==> config.mk <==
export PLATFORM = sky130hd
export DESIGN_NAME = ram_port_arbiter
export DESIGN_NICKNAME = d
export VERILOG_FILES = /design/src/rtl/ram_port_arbiter.sv
export SDC_FILE = /design/constraint.sdc
export NUM_CORES = 1
export LEC_CHECK = 0
export BUFFER_PORTS_ARGS = -buffer_cell sky130_fd_sc_hd__buf_2
export CAP_MARGIN = 20
export CORE_AREA = 5 5 254 256
export DETAILED_ROUTE_END_ITERATION = 8
export DIE_AREA = 0 0 259 261
export HOLD_SLACK_MARGIN = 0.1
export PLACE_DENSITY = 0.45
export SLEW_MARGIN = 20
export SYNTH_ARGS = -nofsm -noshare
export SYNTH_HDL_FRONTEND = slang
export SYNTH_SLANG_ARGS = --single-unit
==> constraint.sdc <==
create_clock -name clk -period 4.4 [get_ports clk]
set_input_delay 0.22 -clock clk [delete_from_list [all_inputs] [get_ports clk]]
set_output_delay 0.22 -clock clk [all_outputs]
set_load 0.02 [all_outputs]
==> src/rtl/ram_port_arbiter.sv <==
// Arbitrates the single-ported data RAM between instruction fetch (read-only) and the
// memory stage (read/write with bit mask); MEM has priority, IF is protected from starvation.
module ram_port_arbiter #(
    parameter int ADDR_W       = 64,
    parameter int DATA_W       = 64,
    parameter int STARVE_LIMIT = 4,
    parameter int TIMEOUT_CYC  = 64
) (
    input  logic              clk,
    input  logic              rst,

    input  logic              if_req,
    input  logic [ADDR_W-1:0] if_addr,
    output logic              if_gnt,
    output logic              if_rvalid,
    output logic [DATA_W-1:0] if_rdata,

    input  logic              mem_req,
    input  logic              mem_we,
    input  logic [ADDR_W-1:0] mem_addr,
    input  logic [DATA_W-1:0] mem_wdata,
    input  logic [DATA_W-1:0] mem_wmask,
    output logic              mem_gnt,
    output logic              mem_rvalid,
    output logic [DATA_W-1:0] mem_rdata,

    output logic              err,

    output logic              ram_req,
    output logic              ram_we,
    output logic [ADDR_W-1:0] ram_addr,
    output logic [DATA_W-1:0] ram_wdata,
    output logic [DATA_W-1:0] ram_wmask,
    input  logic              ram_ack,
    input  logic [DATA_W-1:0] ram_rdata
);

    typedef enum logic [1:0] {
        IDLE    = 2'd0,
        ACC_IF  = 2'd1,
        ACC_MEM = 2'd2,
        RESP    = 2'd3
    } state_e;

    localparam logic [3:0] STARVE_MAX = 4'(STARVE_LIMIT);
    localparam logic [7:0] TMO_LAST   = 8'(TIMEOUT_CYC - 1);
    localparam bit         TMO_EN     = (TIMEOUT_CYC != 0);

    state_e            state_q;
    logic [3:0]        starve_q;
    logic [7:0]        tmo_q;

    logic              if_gnt_q, if_rvalid_q;
    logic              mem_gnt_q, mem_rvalid_q;
    logic              err_q;
    logic [DATA_W-1:0] if_rdata_q, mem_rdata_q;
    logic              ram_req_q, ram_we_q;
    logic [ADDR_W-1:0] ram_addr_q;
    logic [DATA_W-1:0] ram_wdata_q, ram_wmask_q;

    logic              take_if_d, take_mem_d;
    logic              tmo_hit_d, acc_done_d;
    logic [DATA_W-1:0] resp_data_d;
    logic [3:0]        starve_inc_d;

    // Arbitration decision and access completion, evaluated against the current state.
    always_comb begin
        // NOTE: every variable gets a default first so no path leaves it unassigned (no latch).
        take_if_d    = 1'b0;
        take_mem_d   = 1'b0;
        tmo_hit_d    = 1'b0;
        resp_data_d  = '0;
        starve_inc_d = (starve_q == STARVE_MAX) ? starve_q : starve_q + 4'd1;

        if (state_q == IDLE) begin
            if (mem_req && !(if_req && starve_q == STARVE_MAX)) begin
                take_mem_d = 1'b1;
            end else if (if_req) begin
                take_if_d = 1'b1;
            end
        end

        if (TMO_EN && tmo_q == TMO_LAST) begin
            tmo_hit_d = 1'b1;
        end
        // An ack arriving on the last allowed cycle still completes the access normally.
        acc_done_d = ram_ack || tmo_hit_d;

        if (ram_ack && !ram_we_q) begin
            resp_data_d = ram_rdata;
        end
    end

    always_ff @(posedge clk or negedge rst) begin
        if (!rst) begin
            // NOTE: sequential state uses non-blocking assignments only, so every register
            // sees the pre-edge values of the others.
            state_q      <= IDLE;
            starve_q     <= '0;
            tmo_q        <= '0;
            if_gnt_q     <= 1'b0;
            if_rvalid_q  <= 1'b0;
            mem_gnt_q    <= 1'b0;
            mem_rvalid_q <= 1'b0;
            err_q        <= 1'b0;
            if_rdata_q   <= '0;
            mem_rdata_q  <= '0;
            ram_req_q    <= 1'b0;
            ram_we_q     <= 1'b0;
            ram_addr_q   <= '0;
            ram_wdata_q  <= '0;
            ram_wmask_q  <= '0;
        end else begin
            if_gnt_q     <= 1'b0;
            mem_gnt_q    <= 1'b0;
            if_rvalid_q  <= 1'b0;
            mem_rvalid_q <= 1'b0;
            err_q        <= 1'b0;

            case (state_q)
                IDLE: begin
                    if (take_mem_d) begin
                        state_q     <= ACC_MEM;
                        mem_gnt_q   <= 1'b1;
                        ram_req_q   <= 1'b1;
                        ram_we_q    <= mem_we;
                        ram_addr_q  <= mem_addr;
                        ram_wdata_q <= mem_wdata;
                        ram_wmask_q <= mem_wmask;
                        tmo_q       <= '0;
                        starve_q    <= if_req ? starve_inc_d : 4'd0;
                    end else if (take_if_d) begin
                        state_q     <= ACC_IF;
                        if_gnt_q    <= 1'b1;
                        ram_req_q   <= 1'b1;
                        ram_we_q    <= 1'b0;
                        ram_addr_q  <= if_addr;
                        ram_wdata_q <= '0;
                        ram_wmask_q <= '0;
                        tmo_q       <= '0;
                        starve_q    <= '0;
                    end
                end

                ACC_IF, ACC_MEM: begin
                    if (acc_done_d) begin
                        state_q   <= RESP;
                        ram_req_q <= 1'b0;
                        tmo_q     <= '0;
                        err_q     <= !ram_ack;
                        if (state_q == ACC_IF) begin
                            if_rvalid_q <= 1'b1;
                            if_rdata_q  <= resp_data_d;
                        end else begin
                            mem_rvalid_q <= 1'b1;
                            mem_rdata_q  <= resp_data_d;
                        end
                    end else begin
                        tmo_q <= tmo_q + 8'd1;
                    end
                end

                RESP: begin
                    state_q <= IDLE;
                end

                default: begin
                    state_q <= IDLE;
                end
            endcase
        end
    end

    assign if_gnt     = if_gnt_q;
    assign if_rvalid  = if_rvalid_q;
    assign if_rdata   = if_rdata_q;
    assign mem_gnt    = mem_gnt_q;
    assign mem_rvalid = mem_rvalid_q;
    assign mem_rdata  = mem_rdata_q;
    assign err        = err_q;
    assign ram_req    = ram_req_q;
    assign ram_we     = ram_we_q;
    assign ram_addr   = ram_addr_q;
    assign ram_wdata  = ram_wdata_q;
    assign ram_wmask  = ram_wmask_q;

endmodule

==> flow_metrics.tcl <==
set metrics [dict create \
    first_iter_violations 673 \
    critical_path_class "reg2reg" \
    utilization 0.3679 \
    report.final.setup_viol 0 \
    globalRoute.totalOverflow 0 \
    drive_gt1_frac 0.3519 \
    root_buffer "clkbuf_16" \
    status "finished clean" \
    die_y_um 261 \
    ios 653 \
    num_rows 92 \
    hold_viol 0 \
    netSwitchingPower_mw 6.669 \
    hold_buffers 321 \
    pwr-share-seq 0.329 \
    clk_path_buf_depth 3 \
    ctsResizeCount 0 \
    synth_cell_types 38 \
    gp_congestion 0.8074 \
    post-route-min-period_ps 3205 \
    drv_cap 0 \
    tightest_slew_ps 1014 \
    pwr-share-clk 0.201 \
    dieArea_um2 67600 \
    cp-start-kind "flop" \
    synth_seq_cells 341 \
    wirelength_mm 53.87 \
    cts_max_level 2 \
    areaGrowthSynthToFinish_pct 59.60 \
    synth_edf_count 0 \
    via_per_inst 4.248 \
    cp.required_ps 4870 \
    crit_path_max_fanout 111 \
    num_vias 13450 \
    drcViolationCount 0 \
    hp-class "in2reg" \
    initial_core_util 0.2305 \
    rsz0062_at_grt "false" \
    syn_nets 1690 \
    port_buffers 652 \
    cts_setup_buffers 0 \
    dieWidth_um 259 \
    fin_crit_sh 0.7284 \
    async_flop_share 1.000 \
    core_area_um2 62270 \
    fmax_ghz 0.3120 \
    cts.clk_slew.worst_paths_ps 60 \
    final_antenna_net_count 0 \
    p_sw_frac 0.4103 \
    cts_tree "yes" \
    ys.warnings.count 0 \
    netlist_instances 1358 \
    leakage_nw 12.17 \
    irDropWorstVdd_v 0.0003079 \
    synth-main-ff-cell "dfrtp_1" \
    arrival_ps 3680 \
    wl_per_cell_um 17.02 \
    p_per_area_nw_per_um2 709.4 \
    cp-end-kind "flop" \
    first_global_vias 14209 \
    intPower_mw 9.583 \
    grtUsageTotal 0.1508 \
    dp_hpwl_mm 36.24 \
    pwr-share-comb 0.470 \
    synth.cell_area_um2 14350 \
    ys_seq_area_frac 0.5945 \
    cts_made_buffers 41 \
    firstDrtPassIters 5 \
    max_slew_margin 0.3243 \
    clock_sinks 341 \
    antenna_found_initial 3 \
    nNetsFinal 2626 \
    clk_latency_ps 550 \
    grt_pass1_wl_mm 81.93 \
    postSynthAreaPerCell_um2 10.57 \
    finalSetupTns_ps 0 \
    finalHoldWorstSlack_ps 145.9 \
    grt_max_degree 112 \
    clock-skew-final_ps 17.61 \
    slew_violations 0 \
]
critical path, stage by stage (launching register included):
cell	delay, ps
dfrtp_1	420
inv_1	80
ha_1	140
nand4b_1	210
nand3_4	190
buf_12	430
buf_4	730
nor2_1	140
a31oi_1	180
dlygate4sd3_1	560
worst paths after layout:
check / from / end / slack [ps] / cells after the start
setup / recovery: starve_q[0]$_DFFE_PN0P_ / ram_addr[49]$_DFFE_PN0P_ / 1200 / 9
hold reg to reg: mem_rdata[28]$_DFFE_PN0P_ / mem_rdata[28]$_DFFE_PN0P_ / 480 / 1
max in group asynchronous: rst / ram_wdata[22]$_DFFE_PN0P_ / 2950 / 3
hold / removal: ram_rdata[38] / mem_rdata[38]$_DFFE_PN0P_ / 150 / 3
setup reg to reg: starve_q[0]$_DFFE_PN0P_ / ram_addr[49]$_DFFE_PN0P_ / 1200 / 9
min in group asynchronous: rst / if_rdata[48]$_DFFE_PN0P_ / 340 / 2
kinds of logic after synthesis:
kind of cell,synth area share
compound gates,0.03984
xor+xnor,0.0006103
fa+ha+maj,0.005230
buf+inv,0.03722
flops,0.5945
mux,0.1161
simple gates,0.2065
placed cells by master, fill, tap and decap left out, types with 9 or more instances in the layout:
cell type / count
clkbuf_16: 43
and2_1: 66
o21ai_0: 9
dlygate4sd3_1: 321
nor2_1: 69
mux2_2: 31
dfrtp_1: 341
inv_1: 11
a31oi_1: 70
nand2_1: 394
nand3_1: 133
mux2_4: 49
buf_2: 651
mux2_1: 49
layer usage:
layer  track usage  up-vias  routed length [um]
li1              -     6362                   -
met1        0.1920     6508               22910
met2        0.2514      484               25410
met3       0.04146       94                3925
met4       0.04663        2                1621
met5             0        -                  11
final cells by class:
class | instances | area [um^2]
Clock buffer | 57 | 1209
Timing Repair Buffer | 986 | 6671
Inverter | 12 | 47.55
Antenna cell | 1 | 2.502
Sequential cell | 341 | 8533
Clock inverter | 11 | 65.06
Tap cell | 846 | 1059
Fill cell | 6308 | 39370
Multi-Input combinational cell | 912 | 5321
synth_stat cells, types with 2 or more instances:
cell type  instances  area share
and3_1             2     0.00087
mux2i_1            3      0.0021
and4_1             2      0.0012
buf_2             40       0.014
mux2_2            31       0.024
inv_1             11      0.0029
nor2b_1            2     0.00087
o21ai_0            9      0.0031
o22ai_1            3      0.0013
and2_1            67       0.029
ha_1               6      0.0052
a31oi_1           70       0.031
a21oi_1            4      0.0014
mux2_4            49       0.051
dfrtp_1          341        0.59
mux2_1            49       0.038
nand2b_1           3      0.0013
buf_6             12      0.0094
nand3_1          134       0.047
clkbuf_1          40       0.010
nand2_1          395        0.10
nor2_1            69       0.018
flip-flops by register name (all words and copies together) (netlist names):
signal      count
mem_gnt         1
ram_we          1
mem_rdata      64
if_gnt          1
ram_addr       64
state_q         2
if_rdata       64
tmo_q           8
ram_wdata      64
err             1
ram_req         1
if_rvalid       1
ram_wmask      64
starve_q        4
mem_rvalid      1
power groups by stage:
stage | Clock (mW) | Combinational [mW] | Sequential (mW)
floorplan | 0 | 2.63 | 7.06
global placement | 0 | 6.89 | 5.34
detailed placement | 0 | 6.96 | 5.36
CTS | 3.41 | 7.72 | 5.35
global route | 3.51 | 8.25 | 5.53
finish | 3.26 | 7.64 | 5.34
through the flow:
stage                     cell area, um^2  power (mW)  worst slack, ps  instances
after floorplan                     14350       9.694             2555       1358
after global placement              18420       12.23             1842       2776
after detailed placement            18420       12.32             1735       2776
after CTS                           22910       16.48             1186       3165
final                               22910       16.25             1195       3166
after global routing                22910       17.29            923.8       3166
No activity file was read; power rests on OpenSTA's default activity.
